`config.mk`:
```
export PLATFORM = sky130hd
export DESIGN_NAME = pol_ofm_writer
export DESIGN_NICKNAME = d
export VERILOG_FILES = /design/src/rtl/pol_ofm_writer.sv
export SDC_FILE = /design/constraint.sdc
export NUM_CORES = 2
export LEC_CHECK = 0
export CORE_AREA = 2 2 326 328
export CTS_BUF_LIST = sky130_fd_sc_hd__clkbuf_8
export DETAILED_ROUTE_END_ITERATION = 10
export DIE_AREA = 0 0 328 330
export PLACE_DENSITY = 0.6
export SYNTH_ARGS = -nofsm -noshare
export SYNTH_HDL_FRONTEND = slang
export SYNTH_SLANG_ARGS = --single-unit
```
`constraint.sdc`:
```
create_clock -name clk -period 2.53 [get_ports clk]
set_input_delay 0.759 -clock clk [delete_from_list [all_inputs] [get_ports clk]]
set_output_delay 0.759 -clock clk [all_outputs]
set_load 0.01 [all_outputs]
```
`src/rtl/pol_ofm_writer.sv`:
```
// Pooled-output writer: takes pooled vectors from the pooling stage, splits
// each into SRAM-width beats and streams them to the GLB write port at
// consecutive word addresses, pulsing Done once the configured layer is out.
module pol_ofm_writer #(
   parameter int IDX_WIDTH      = 10,
   parameter int ACT_WIDTH      = 8,
   parameter int POOL_COMP_CORE = 64,
   parameter int CHN_WIDTH      = 12,
   parameter int SRAM_WIDTH     = 256,
   parameter int ADDR_WIDTH     = 16
) (
   input  logic                                clk,
   input  logic                                rst_n,
   input  logic                                CCUPOW_Rst,
   input  logic                                CCUPOW_CfgVld,
   output logic                                POWCCU_CfgRdy,
   input  logic [IDX_WIDTH-1:0]                CCUPOW_CfgNop,
   input  logic [CHN_WIDTH-1:0]                CCUPOW_CfgChi,
   input  logic [ADDR_WIDTH-1:0]               CCUPOW_CfgBaseAddr,
   input  logic [ACT_WIDTH*POOL_COMP_CORE-1:0] POLPOW_Ofm,
   input  logic                                POLPOW_OfmVld,
   output logic                                POWPOL_OfmRdy,
   output logic [ADDR_WIDTH-1:0]               POWGLB_WrAddr,
   output logic [SRAM_WIDTH-1:0]               POWGLB_WrDat,
   output logic                                POWGLB_WrVld,
   input  logic                                GLBPOW_WrRdy,
   output logic                                POWCCU_Done
);

   localparam int VEC_WIDTH = ACT_WIDTH * POOL_COMP_CORE;
   localparam int BEATS     = VEC_WIDTH / SRAM_WIDTH;
   localparam int BEAT_W    = (BEATS > 1) ? $clog2(BEATS) : 1;
   localparam int TOTAL_W   = IDX_WIDTH + CHN_WIDTH;
   localparam int CHN_W1    = CHN_WIDTH + 1;
   localparam logic [BEAT_W-1:0] LAST_BEAT = BEAT_W'(BEATS - 1);

   typedef enum logic [1:0] {IDLE, BUSY, DONE} stateT;

   stateT                  state;
   stateT                  nextState;
   logic                   isBusy;
   logic [TOTAL_W-1:0]     totalReg;
   logic [TOTAL_W-1:0]     accCnt;
   logic [ADDR_WIDTH-1:0]  baseReg;
   logic [ADDR_WIDTH-1:0]  wrCnt;
   logic [BEAT_W-1:0]      beatCnt;
   logic [VEC_WIDTH-1:0]   bufData;
   logic                   bufValid;

   logic [CHN_W1-1:0]      chiRound;
   logic [CHN_W1-1:0]      slcCalc;
   logic [TOTAL_W-1:0]     totalCalc;
   logic                   cfgFire;
   logic                   wrFire;
   logic                   lastBeat;
   logic                   ofmFire;
   logic                   finalBeat;

   // Slice count rounds the channel count up to whole pooled vectors; the
   // layer total is points times slices, computed from the live config bus.
   assign chiRound  = {1'b0, CCUPOW_CfgChi} + CHN_W1'(POOL_COMP_CORE - 1);
   assign slcCalc   = chiRound / CHN_W1'(POOL_COMP_CORE);
   assign totalCalc = TOTAL_W'(CCUPOW_CfgNop) * TOTAL_W'(slcCalc);

   assign cfgFire   = CCUPOW_CfgVld & POWCCU_CfgRdy;
   assign wrFire    = bufValid & GLBPOW_WrRdy;
   assign lastBeat  = (beatCnt == LAST_BEAT);
   assign finalBeat = wrFire & lastBeat & (accCnt == totalReg);

   // The buffer may be refilled in the same cycle its last beat leaves, which
   // keeps the write port busy every cycle when the GLB never stalls.
   assign POWPOL_OfmRdy = isBusy & (accCnt < totalReg) & (~bufValid | (lastBeat & wrFire));
   assign ofmFire       = POLPOW_OfmVld & POWPOL_OfmRdy;

   assign POWGLB_WrVld  = bufValid;
   assign POWGLB_WrAddr = baseReg + wrCnt;
   assign POWGLB_WrDat  = bufData[SRAM_WIDTH*beatCnt +: SRAM_WIDTH];

   // State register.
   always_ff @(posedge clk or negedge rst_n) begin
      if (!rst_n) begin
         state <= IDLE;
      end else begin
         state <= nextState;
      end
   end

   // Next-state logic; the CCU soft reset overrides every transition.
   always_comb begin
      nextState = state;
      case (state)
         IDLE:    if (cfgFire) nextState = (totalCalc == '0) ? DONE : BUSY;
         BUSY:    if (finalBeat) nextState = DONE;
         DONE:    nextState = IDLE;
         default: nextState = IDLE;
      endcase
      if (CCUPOW_Rst) nextState = IDLE;
   end

   // State-decoded outputs.
   always_comb begin
      POWCCU_CfgRdy = 1'b0;
      POWCCU_Done   = 1'b0;
      isBusy        = 1'b0;
      case (state)
         IDLE:    POWCCU_CfgRdy = 1'b1;
         BUSY:    isBusy        = 1'b1;
         DONE:    POWCCU_Done   = 1'b1;
         default: POWCCU_CfgRdy = 1'b0;
      endcase
   end

   // Datapath: config capture, one-entry vector buffer, beat and address counters.
   always_ff @(posedge clk or negedge rst_n) begin
      if (!rst_n) begin
         totalReg <= '0;
         baseReg  <= '0;
         accCnt   <= '0;
         wrCnt    <= '0;
         beatCnt  <= '0;
         bufData  <= '0;
         bufValid <= 1'b0;
      end else if (CCUPOW_Rst) begin
         accCnt   <= '0;
         wrCnt    <= '0;
         beatCnt  <= '0;
         bufValid <= 1'b0;
      end else begin
         if (cfgFire) begin
            totalReg <= totalCalc;
            baseReg  <= CCUPOW_CfgBaseAddr;
            accCnt   <= '0;
            wrCnt    <= '0;
            beatCnt  <= '0;
         end
         if (wrFire) begin
            wrCnt   <= wrCnt + ADDR_WIDTH'(1);
            beatCnt <= lastBeat ? '0 : beatCnt + BEAT_W'(1);
         end
         if (ofmFire) begin
            bufData  <= POLPOW_Ofm;
            bufValid <= 1'b1;
            accCnt   <= accCnt + TOTAL_W'(1);
         end else if (wrFire & lastBeat) begin
            bufValid <= 1'b0;
         end
      end
   end

endmodule

```
---- After elaboration in Yosys (flattened, before gate mapping) ----
Index checks and enable logic that the tools add are counted.
cells by class
  add/subtract/negate cells ............... 5
  multipliers ............................. 1
  divide/modulo/power cells ............... 0
  $lt $le $gt $ge ......................... 1
  equal/unequal tests ..................... 5
  shift-type cells ........................ 1
  muxes and demuxes ....................... 21
  bitwise logic cells ..................... 10
  reduce and logical (&&, ||, !) cells .... 8
operators with widths
  cell                   count
  $shiftx 512x10->256    1
  $mux 22                3
  $mux 16                3
  $add 22x1->22 const B  1
  $eq 22x22->1           1
  $logic_not 22->1       1
  $lt 22x22->1           1
  $mul 10x7->17          1
  $add 16x1->16 const B  1
  $add 16x16->16         1
  $add 12x6->13 const B  1
  $mux 1                 10
  $reduce_bool 3->1      3
  $mux 2                 4
  $and 1x1->1            7
  $ne 3x3->1 const B     2
  $reduce_and 2->1       3
  $pmux 2 s2             1
  $eq 2x1->1 const B     1
  $eq 2x2->1 const B     1
  $logic_not 2->1        1
  $not 1->1              2
  $add 1x1->1 const B    1
  $or 1x1->1             1
storage, ports and cells
  register bits ........................... 592
  bits in latches ......................... 0
  RAM bits ................................ 0
  bits in read-only memories .............. 0
  output and inout bits ................... 276
  word-level logic and storage cells ...... 60
  memories ................................ 0

---- Logic depth before layout (Yosys ltp) ----
  word-level depth ........................ 7
  depth in mapped cells ................... 23

---- Worst setup path before layout ----
No wires, ideal clock.
  path kind ............................... input to register
  start point ............................. input CCUPOW_CfgChi[3]
  end point ............................... register state[0]
  library setup time ...................... 133 ps
  data arrival time ....................... 6191 ps
  setup slack ............................. -3793 ps
  stages on the path ...................... 21
  buffers on the path ..................... 1
  path through ............................ nor4_1 -> nand2_1 -> and2_1 -> and4_1 -> and3_1 -> clkbuf_1 -> and2_1 -> fa_1 -> fa_1 -> fa_1 -> inv_1 -> fa_1 -> inv_1 -> ha_1 -> a2111oi_0 -> o21ai_1 -> a311oi_2 -> a21oi_1 -> a2111oi_1 -> nor2b_1 -> a31oi_1
on the way
  cells in the longest elaborated chain, start to end .. 7
RTL lines
  what                  line  source
  from (decl)           18    input logic [CHN_WIDTH-1:0] CCUPOW_CfgChi,
  $add 12x6->13         61    assign chiRound = {1'b0, CCUPOW_CfgChi} + CHN_W1'(POOL_COMP_CORE - 1);
  $mul 10x7->17         63    assign totalCalc = TOTAL_W'(CCUPOW_CfgNop) * TOTAL_W'(slcCalc);
  $logic_not 22->1      92    IDLE: if (cfgFire) nextState = (totalCalc == '0) ? DONE : BUSY;
  $mux 2 (2 in series)  92
  $pmux 2 s2            91    case (state)
  $mux 2                97    if (CCUPOW_Rst) nextState = IDLE;
  to (signal assigned)  84    state <= nextState;
  to (decl)             39    stateT state;
Every way passes these cells. The select of a mux whose other input is x is not followed.
A chain may end at the register's enable or synchronous reset.

---- Final worst setup path ----
  start point ............................. input CCUPOW_CfgChi[2]
  end point ............................... register state[0]
Same word-level chain as after synthesis.

==> results.md <==
* Synth-to-layout area growth at 75.5%
* Place WS at -3850 ps
* Ys Warns at 0
* CTS tree: yes
* Vias in the first global route at around 24000
* Clk_lat worst skew at slightly below 800 ps
* Synth Cell Area at about 0.029 mm^2
* Asr flop ratio synth at between 90% and 100%
* GRT Total Usage at between 15 and 20%
* CP max FO at 4
* CTS Buffer Depth at 3
* Bufs and invs on worst path at 5
* DIE HEIGHT at between 300 and 400 um
* Slew Limit Fails at 0
* Core box area at 0.105 mm^2
* P_leak at roughly 23 nW
* CP top delay family: adder cells
* Post-DR vias/cell at roughly 4.5
* Worst-Margin Slew at ~500 ps
* Layout Skew at approximately 63 ps
* Power Total at around 42 mW
* Clock root buffer: clkbuf_8
* Most frequent cells in the layout: 586 x dfrtp_1, 572 x mux2_4, 546 x clkdlybuf4s50_1
* Die width at 328 um
* I/O Pins at 832
* Placer congestion estimate at ~0.85
* Failing checks: setup timing
* CP Depth at 23
* # fillers at 9084
* Final #Nets at roughly 4200
* Wire length per cell at 23.4 um
* RSZ-0062 raised after global routing: true
* Worst path max stage delay at approximately 560 ps
* Gr ovfl total at 0
* Slowest cell on crit path: fa_2
* First-pass GRT wire length at 160000 um
* Crit path DAT at ~5900 ps
* Net Count, Synth at between 2000 and 3000
* Mean Syn Cell Area at 13.5 um^2
* Critical R2R Capture: bufData[22]
* Synth unique cells at 63
* Critical path origin: CCUPOW_CfgChi[2]
* P per Cell Area at 815 mW/mm^2
* TritonCTS buffer count at between 100 and 150
* Setup slack, reg-to-reg at -550 ps
* Final Hold Vio Count at 0
* Dpl hpwl at 79900 um
* Slew HR at about two thirds
* Synthesized instance count at between 2000 and 2500
* Post-synth EDFFs at 0
* Reg clk slew, reported paths at about 60 ps
* Min-delay worst type: register to register
* Final Cycle Share at 210%
* Setup TNS at -404960 ps
* Layout cells sized above 1 at about half
* VDD IR-drop max at 0.618 mV
* WP data required at 3130 ps
* Worst Setup End Kind: register
* Initial antenna violation count at 35
* Largest net degree at the start of global routing at between 80 and 90
* Setup violators final at slightly above 800
* Worst r2r path cells at 15
* Post-synthesis sequential area ratio at 50.5%
* Number of DRC markers in iteration 0 at just under 1000
* Cell Rows at between 100 and 150
* H-tree depth at 3
* Worst Setup EP: state[0]
* Initial Util at between 20% and 30%
* Critical path type: primary input to register
* Fmax achieved at approximately 190 MHz
* Number of remaining DRC errors at 0
* Status: finished, violations left
* Routed via count at approximately 23000
* Minimum clock period at ~5300 ps
* WL final at 117000 um
* Total iterations of the first detailed-routing run at 5
* Worst hold slack at between 400 and 500 ps
* Post-synth top flop: dfrtp_1
* Final ANT Viol Nets at 0
* #FFs+latches synth at 587
* Die ar. at ~0.11 mm^2
* Number of max-cap violations at 0
* R2R Path Start: totalReg[7]
* Clock sink total at a little under 600
* Crit path cell chain: buf_6 > nor4_4 > nand2_1 > and2_4 > and4_4 > xor2_4 > buf_12 > buf_6 > and2_4 > fa_2 > fa_2 > fa_1 > fa_2 > ha_4 > o211ai_1 > nand2_1 > a311oi_4 > buf_4 > buf_6 > o211ai_1 > o211ai_1 > and2_1 > a31oi_1
* Most common cell after layout, fill and taps aside: dfrtp_1
* Port bufs at approximately 830
* Worst setup margin at -2780 ps
* Crit path launch type: primary input
==> sequential cells by signal, indices dropped and copies added, names as in the netlist <==
signal	cells
POWGLB_WrVld	1
wrCnt	16
totalReg	17
bufData	512
baseReg	16
accCnt	22
beatCnt	1
state	2
==> cell type report <==
class | instances | area [um^2] | area share (%)
Multi-Input combinational cell | 1405 | 16300 | 32.0
Antenna cell | 16 | 40.0 | 0.0784
Tap cell | 1391 | 1740 | 3.41
Timing Repair Buffer | 1359 | 15600 | 30.6
Sequential cell | 587 | 14700 | 28.8
Clock inverter | 53 | 463 | 0.906
Clock buffer | 140 | 1930 | 3.77
Inverter | 65 | 244 | 0.478
==> per-stage QoR <==
step / util [%] / area, um^2 / cells
after global routing: 48.8 / 51100 / 5014
after detailed placement: 40.7 / 42600 / 4545
final: 48.8 / 51100 / 5016
after CTS: 46.3 / 48500 / 4908
after global placement: 40.7 / 42600 / 4545
after floorplan: - / 31200 / 2160
==> Yosys cell counts, drive strengths merged (3+ instances only) <==
cell type,count,area (um^2)
or4b,3,30.0
a21oi,29,145
buf,58,663
fa,40,801
nor4,6,37.5
a21boi,3,26.3
or2,3,18.8
and3,13,81.3
o311ai,4,35.0
ha,69,863
and4,5,43.8
a21o,14,105
and2,39,244
xor2,9,78.8
nand2b,7,43.8
o21a,6,45.0
xnor2,21,184
a41o,3,30.0
nand4,17,106
nor2,28,121
o211ai,5,37.5
a31oi,11,68.8
clkbuf,45,169
nor2b,36,225
mux2,769,8660
a211o,4,35.0
inv,65,244
dfrtp,587,14700
a2111oi,4,36.3
nand3,18,90.1
a211oi,9,67.6
nand2,135,507
nor3,15,75.1
o31ai,5,37.5
o21ai,55,275
==> timing repair <==
item / 4_1_cts / 5_1_grt
buffers inserted: 156 / 99
hold buffers: 1 / 0
gates resized for setup: 1666 / 394
endpoints found under the setup margin: 811 / 825
cloned: 37 / 48
endpoints found under the hold margin: 21 / 0
pin swaps: 86 / 74
==> report_power, final <==
group / internal [mW] / switching, mW / total, mW / leakage, nW
Sequential: 12.2 / 1.76 / 14.0 / 7.17
Clock: 5.62 / 4.50 / 10.1 / 1.33
Combinational: 11.1 / 6.39 / 17.5 / 14.7
==> layer usage <==
metal | track usage [%] | share of wire, % | up-vias
met5 | 0 | 0.15 | -
met4 | 6.54 | 2.8 | 26
met3 | 6.01 | 6.5 | 192
met2 | 33.6 | 50 | 643
met1 | 24.3 | 41 | 11400
li1 | - | - | 10500
==> cell families (layout without fill, tap and decap cells) <==
family                     after synthesis  count (layout)  synth area share, %
adders and majority gates              109             109                 5.72
other                                    0              16                    0
and+or+nand+nor                        332             332                 5.79
AOI/OAI and AO/OA                      164             164                 3.64
muxes                                  770             770                 29.8
DFF                                    587             587                 50.5
buffers and inverters                  168            1617                 3.70
xor gates and xnor gates                30              30                0.903
==> worst min-delay path by stage <==
stage	start	endpoint	slack (ps)	cells after the start
finish	bufData[97]	bufData[97]	490	1
CTS	rst_n	bufData[387]	430	2
global placement	bufData[73]	bufData[73]	460	1
global route	rst_n	bufData[387]	440	2
detailed placement	bufData[69]	bufData[69]	470	1
floorplan	totalReg[11]	totalReg[11]	450	2
(Power assumes the default switching activity.)
